**src/rtl/shift_add_multiplier.sv**
```systemverilog
// Iterative unsigned shift-add multiplier: one carry-lookahead addition per clock,
// exact 2*NBIT-bit product NBIT cycles after start is accepted.

module carry_lookahead_adder #(
    parameter int NBIT = 32
) (
    input  logic [NBIT-1:0] a,
    input  logic [NBIT-1:0] b,
    output logic [NBIT-1:0] sum,
    output logic            cout
);
    localparam int NGRP = (NBIT + 3) / 4;

    logic [NBIT-1:0] g;
    logic [NBIT-1:0] pr;
    logic [NBIT:0]   c;
    logic [NGRP:0]   cg;
    logic [NGRP-1:0] gg;
    logic [NGRP-1:0] gp;

    assign g  = a & b;
    assign pr = a ^ b;

    // 4-bit lookahead groups; group carries chain through group generate/propagate.
    always_comb begin
        logic t;
        logic prod;
        gg = '0;
        gp = '0;
        cg = '0;
        c  = '0;
        for (int k = 0; k < NGRP; k++) begin
            t    = 1'b0;
            prod = 1'b1;
            for (int j = ((k * 4 + 3 < NBIT) ? k * 4 + 3 : NBIT - 1); j >= k * 4; j--) begin
                t    = t | (g[j] & prod);
                prod = prod & pr[j];
            end
            gg[k]   = t;
            gp[k]   = prod;
            cg[k+1] = gg[k] | (gp[k] & cg[k]);
        end
        for (int i = 0; i < NBIT; i++) begin
            t    = 1'b0;
            prod = 1'b1;
            for (int j = i; j >= (i / 4) * 4; j--) begin
                t    = t | (g[j] & prod);
                prod = prod & pr[j];
            end
            c[i+1] = t | (prod & cg[i/4]);
        end
    end

    assign sum  = pr ^ c[NBIT-1:0];
    assign cout = cg[NGRP];
endmodule

module shift_add_multiplier #(
    parameter int NBIT = 32
) (
    input  logic            clk,
    input  logic            rst,
    input  logic            start,
    input  logic [NBIT-1:0] a,
    input  logic [NBIT-1:0] b,
    output logic            busy,
    output logic            done,
    output logic [2*NBIT-1:0] p
);
    localparam int CW = $clog2(NBIT);

    typedef enum logic [1:0] {IDLE, CALC, DONE} state_t;

    state_t          state;
    logic [NBIT-1:0] mcand;
    logic [NBIT-1:0] acc;
    logic [NBIT-1:0] mq;
    logic [CW-1:0]   cnt;
    logic [NBIT-1:0] addend;
    logic [NBIT-1:0] sum;
    logic            cout;

    assign addend = mq[0] ? mcand : '0;

    carry_lookahead_adder #(.NBIT(NBIT)) u_cla (
        .a    (acc),
        .b    (addend),
        .sum  (sum),
        .cout (cout)
    );

    // Handshake: start is taken only while busy is low; busy stays high from the
    // accepting edge through the single done cycle, and start is ignored meanwhile.
    always_ff @(posedge clk or posedge rst) begin
        if (rst) begin
            state <= IDLE;
            busy  <= 1'b0;
            done  <= 1'b0;
            p     <= '0;
            mcand <= '0;
            acc   <= '0;
            mq    <= '0;
            cnt   <= '0;
        end else begin
            case (state)
                IDLE: begin
                    done <= 1'b0;
                    busy <= 1'b0;
                    if (start) begin
                        mcand <= a;
                        mq    <= b;
                        acc   <= '0;
                        cnt   <= '0;
                        busy  <= 1'b1;
                        state <= CALC;
                    end
                end
                CALC: begin
                    acc <= {cout, sum[NBIT-1:1]};
                    mq  <= {sum[0], mq[NBIT-1:1]};
                    cnt <= cnt + CW'(1);
                    if (cnt == CW'(NBIT - 1)) begin
                        p     <= {cout, sum, mq[NBIT-1:1]};
                        done  <= 1'b1;
                        state <= DONE;
                    end
                end
                DONE: begin
                    done  <= 1'b0;
                    busy  <= 1'b0;
                    state <= IDLE;
                end
                default: begin
                    busy  <= 1'b0;
                    done  <= 1'b0;
                    state <= IDLE;
                end
            endcase
        end
    end
endmodule

```
**config.mk**
```make
export PLATFORM = sky130hd
export DESIGN_NAME = shift_add_multiplier
export DESIGN_NICKNAME = d
export VERILOG_FILES = /design/src/rtl/shift_add_multiplier.sv
export SDC_FILE = /design/constraint.sdc
export NUM_CORES = 1
export LEC_CHECK = 0
export CAP_MARGIN = 20
export CELL_PAD_IN_SITES_DETAIL_PLACEMENT = 0
export CELL_PAD_IN_SITES_GLOBAL_PLACEMENT = 1
export CORE_MARGIN = 4
export CORE_UTILIZATION = 37
export CTS_CLUSTER_SIZE = 20
export DETAILED_ROUTE_END_ITERATION = 10
export GPL_TIMING_DRIVEN = 0
export PLACE_DENSITY_LB_ADDON = 0.1
export SLEW_MARGIN = 30
export SYNTH_ARGS = -nofsm -noshare
export SYNTH_HDL_FRONTEND = slang
export SYNTH_SLANG_ARGS = --single-unit
```
**constraint.sdc**
```tcl
create_clock -name clk -period 5.3 [get_ports clk]
set_input_delay 1.06 -clock clk [delete_from_list [all_inputs] [get_ports clk]]
set_output_delay 1.06 -clock clk [all_outputs]
set_load 0.01 [all_outputs]
```
# Word-level counts from Yosys, hierarchy flattened
# Cells that the tools add are included.
# word_totals
ff_bits	169
inputBits	67
out_inout_bits	66
wordCells	233
# classes
add_sub_neg	1
n_eq_ne	4
muxes	14
bitwise	200
n_reduce_logical	6
# ops
cell	n
$pmux 32 s2	2
$and 1x1->1	121
$mux 32	3
$or 1x1->1	76
$xor 32x32->32	2
$and 32x32->32	1
$pmux 5 s2	1
$reduce_and 2->1	4
$add 5x1->5 const B	1
$eq 5x5->1 const B	1
$mux 5	1
$mux 2	2
$ne 2x2->1 const B	2
$pmux 2 s2	1
$mux 1	3
$eq 2x1->1 const B	1
$logic_not 2->1	1
$pmux 1 s2	1
$reduce_bool 2->1	1

# Longest topological paths before layout
# logic_depth
word_depth	22
depth_mapped	13
ltp_nobuf	12

# Cells and area by module
# Synthesis repeated with hierarchy kept, for this count alone.
# hier_totals
cells_unflattened	694
area_unflattened_um2	8554.5
# modules_own_cells
mod	n_inst	cells_each	area_each_um2	seq_area_each_um2
shift_add_multiplier	1	522	7143.1	4229.1
carry_lookahead_adder	1	172	1411.4	0.0

# Worst setup path before layout
# OpenSTA, ideal clock, no wires.
# synth_path
path_type	reg2reg
start	register mq[0]
end	register acc[27]
setup_time_ns	0.121
arrival_ns	2.744
required_time_ns	5.179
slack_ns	2.435
stages_incl_launch_ff	13
path_buffers	1
period_less_slack_ns	2.865
path_cell_list	dfrtp_1 clkbuf_1 nand2_1 inv_1 ha_1 and4_1 o2111a_1 nand2_1 and3_4 o2111a_2 o21bai_1 fa_1 a22o_1
# synth_between
elab_chain_len	20
word_cells_on_any_way	79
cone_classes	mux (2); bitwise (77)
# synth_lines
item	line_no	rtl
start, declared	77	logic [NBIT-1:0] mq;
start signal, assigned	120	mq <= {sum[0], mq[NBIT-1:1]};
$mux 32 (*)	83	assign addend = mq[0] ? mcand : '0;
$and 32x32->32 / $xor 32x32->32 (equally long branches)	21, 22	
$and 1x1->1, on equally long branches	36, 37	
$or 1x1->1, or another cell as far along	36	t = t | (g[j] & prod);
$or 1x1->1 / $and 1x1->1 (equally long branches)	36	
$or 1x1->1	36	
$and 1x1->1	41	cg[k+1] = gg[k] | (gp[k] & cg[k]);
$or 1x1->1	41	
(+5 left out)	n/a	
$or 1x1->1	41	
$and 1x1->1	41	
$or 1x1->1	41	
$and 1x1->1	50	c[i+1] = t | (prod & cg[i/4]);
$or 1x1->1	50	
$xor 32x32->32 (*)	54	assign sum = pr ^ c[NBIT-1:0];
via sum[28]	80	logic [NBIT-1:0] sum;
$pmux 32 s2 (*)	105	case (state)
end signal, assigned	119	acc <= {cout, sum[NBIT-1:1]};
end, declared	76	logic [NBIT-1:0] acc;
# Mark *: on every way through the listed nets, which the timed path passes. The rest lies on a longest branch.
# A chain may end at the register's enable or synchronous reset.

# Final worst setup path
# layout_path
start	register mq[0]
end	register p[56]
# layout_between
elab_chain_len	19
word_cells_on_any_way	69
cone_classes	mux (1); bitwise (68)
# layout_lines
item	line_no	rtl
$mux 32 (*)	83	
$and 32x32->32 / $xor 32x32->32 (equally long branches)	21, 22	
$and 1x1->1, on equally long branches	36, 37	
$or 1x1->1, or another cell as far along	36	
$or 1x1->1 / $and 1x1->1 (equally long branches)	36	
$or 1x1->1	36	
$and 1x1->1	41	
$or 1x1->1	41	
(+3 left out)	n/a	
$or 1x1->1	41	
$and 1x1->1	41	
$or 1x1->1	41	
$and 1x1->1	41	
$or 1x1->1	41	
$and 1x1->1	50	
$or 1x1->1	50	
$xor 32x32->32 (*)	54	
end signal, assigned	123	p <= {cout, sum, mq[NBIT-1:1]};
end, declared	68	output logic [2*NBIT-1:0] p
# Mark *: on every way between the ends. The rest lies on a longest branch, timed or not.

==> results.py <==
metrics = {
    "logic_synthesis": {
        "ys_types": 55,
        "ys_warn_count": 0,
        "synth-edff-count": 0,
        "yosysMostFrequentCell": "nand2_1",
        "synth_top_cell_by_area": "dfrtp_1",
        "synth_top_area_share_pct": 52.4,
        "yosys_register_bits": 169,
        "ys_top_cells_by_count": "nand2_1 (305), dfrtp_1 (169), o21ai_0 (101)",
        "syn-cell-area_sq_um": 8070,
        "syn_inst": 876,
        "synth_fp_nets": 985,
        "yosysSeqAreaShare_pct": 52.4,
        "avgSynthCellArea_sq_um": 9.21,
        "async_flop_share_pct": 100,
        "ys_top_cells_by_area": "dfrtp_1 (52%), nand2_1 (14%), o21ai_0 (6.3%)",
        "synthFlopType": "dfrtp_1",
    },
    "critical_path": {
        "r2r-end": "p[56]",
        "rr_worst_depth": 11,
        "critical_path.max_fanout": 10,
        "worstSetupStartpoint": "mq[0]",
        "end_kind": "flop",
        "arrival_ns": 3.95,
        "cp-start-kind": "flop",
        "endpoint": "p[56]",
        "rrSetupSlack_ns": 1.64,
        "worstPathRequired_ns": 5.59,
        "path_class": "reg -> reg",
        "r2r_start": "mq[0]",
    },
    "power_and_ir_drop": {
        "p_leak_nw": 4.80,
        "cellPowerDensity_nw_per_um2": 557,
        "finalPower_mw": 5.82,
        "peakVddDrop_mv": 0.292,
    },
    "sta": {
        "worst_slack_ns": 1.64,
        "grt_setup_unrepaired": "false",
        "drv_slew": 0,
        "fin_setup_tns_ns": 0,
        "timing.slew.headroom_pct": 53.1,
        "finalCritPeriodShare_pct": 69.0,
        "finalSetupViolations": 0,
        "max_freq_mhz": 273,
        "hold_violations": 0,
        "finClkSkew_ns": 0.0146,
        "tightest_slew_ns": 0.704,
        "hold_slack_ns": 0.470,
        "fin_crit_ns": 3.66,
    },
    "clock_tree": {
        "root_buffer": "clkbuf_16",
        "h-tree-depth": 4,
        "cts_tree": "yes",
        "cts.reportedPaths.clkPinSlew_ns": 0.07,
        "cts_setup_buffers": 0,
        "cts.sink_count": 169,
        "hold_buffers": 0,
        "cts_resized": 0,
        "numCtsBuffers": 17,
        "clk_latency_ns": 0.44,
        "clock_path_buffers": 2,
    },
    "route": {
        "drt_first_pass_iters": 5,
        "drtAntennaViolNets": 0,
        "post-route-drc-count": 0,
        "viasPerCell": 4.85,
        "vias": 6410,
        "wirelength_um": 21600,
        "wire_per_inst_um": 16.3,
        "drtIter0Drc": 243,
    },
    "floorplanning": {
        "die_w_um": 156,
        "die_h_um": 156,
        "coreArea_sq_um": 21200,
        "die_area_sq_um": 24200,
        "rows": 53,
        "ios": 133,
        "start_util_pct": 38.0,
    },
    "grt": {
        "grt-busiest-layer": "met2",
        "antenna_found_initial": 0,
        "use_met2_pct": 29.3,
        "met3_usage_pct": 3.33,
        "grt.met1_usage_pct": 25.8,
        "grt_max_degree": 29,
        "overflow": 0,
        "grt_pass1_vias": 6543,
        "grt_pass1_wl_um": 35200,
        "grt_usage_pct": 18.3,
    },
    "finish": {
        "nets": 1142,
        "area_growth_pct": 29.4,
        "fin_util_pct": 49.2,
        "fin_area_sq_um": 10400,
        "drive_above_1_share_pct": 4.97,
        "stdcell_count": 1322,
    },
    "placed_design": {
        "dpl.hpwl_um": 15900,
        "gp_congestion": 0.825,
        "dp.cells": 1289,
        "place_area_sq_um": 9860,
        "pre_cts_slack_ns": 1.63,
        "port_buffers": 132,
    },
    "worst_hold_path": {
        "hold_class": "reg -> reg",
    },
    "flow_run": {
        "cap_violations": 0,
    },
    "run_status": {
        "status": "completed",
    },
}
[cell usage in the layout (no fill, tap or decap), drive strengths merged, types with 2 or more instances in the layout]
master	n
or2b	2
a221oi	2
clkinvlp	2
nand4	3
a22o	3
o21ai	103
a31oi	2
a22oi	33
a21o	5
o2111a	2
and4	2
nor2	13
nor3	3
ha	34
inv	33
o21a	3
and2	26
a21oi	16
a211oi	2
nand2b	8
xor2	15
and3	6
xnor2	5
nand2	305
clkdlybuf4s50	132
clkbuf	62
dfrtp	169
nor2b	6
o31ai	2
nand3	7
buf	11
o21bai	4
fa	8
[report_power, final]
part / switching [mW] / internal [mW]
registers: 0.362 / 1.87
clock network: 0.575 / 0.670
logic: 1.23 / 1.11
[worst max-delay path, stage by stage (launching register included)]
cell	delay, ns
dfrtp_1	0.52
clkbuf_1	0.46
and2_1	0.24
ha_1	0.27
and3_4	0.23
and4_4	0.25
a21boi_0	0.45
o21ai_0	0.23
nor2b_1	0.19
fa_1	0.38
xor2_1	0.20
o21ai_0	0.09
[metal layers]
metal  vias up  wire length (um)
li1       3231                 -
met1      3045             10300
met2       125             10200
met3         9              1020
met4         0                78
met5         -                 0
[cell type report]
type	count	area [sq um]
Buffer	49	188
Clock buffer	18	429
Fill cell	2118	10800
Clock inverter	14	150
Tap cell	275	344
Timing Repair Buffer	138	1440
Antenna cell	1	2.50
Sequential cell	169	4230
Inverter	23	90.1
Multi-Input combinational cell	635	3570
[flip-flops by register name (all words and copies together) (netlist names)]
signal / cells
mq: 32
busy: 1
p: 64
done: 1
cnt: 5
state: 2
mcand: 32
acc: 32
[worst min-delay path by stage]
stage / startpoint / endpoint / slack (ns) / cells past startpoint
after global placement: mcand[15] / mcand[15] / 0.46 / 2
after detailed placement: mcand[18] / mcand[18] / 0.46 / 2
after floorplan: mcand[0] / mcand[0] / 0.44 / 2
after CTS: mcand[18] / mcand[18] / 0.47 / 2
after global routing: mcand[0] / mcand[0] / 0.48 / 2
final: mcand[15] / mcand[15] / 0.47 / 2
[logic make-up after synthesis]
group,count (synthesis),synth area share (%)
AND/OR/NAND/NOR,388,20.6
XOR/XNOR,20,2.17
adder cells (fa/ha/maj),42,7.25
buffers and inverters,72,3.39
multiplexers,2,0.264
flip-flops,169,52.4
AO/OA/AOI/OAI,183,14.0
Power figures use the tool's default switching activity.
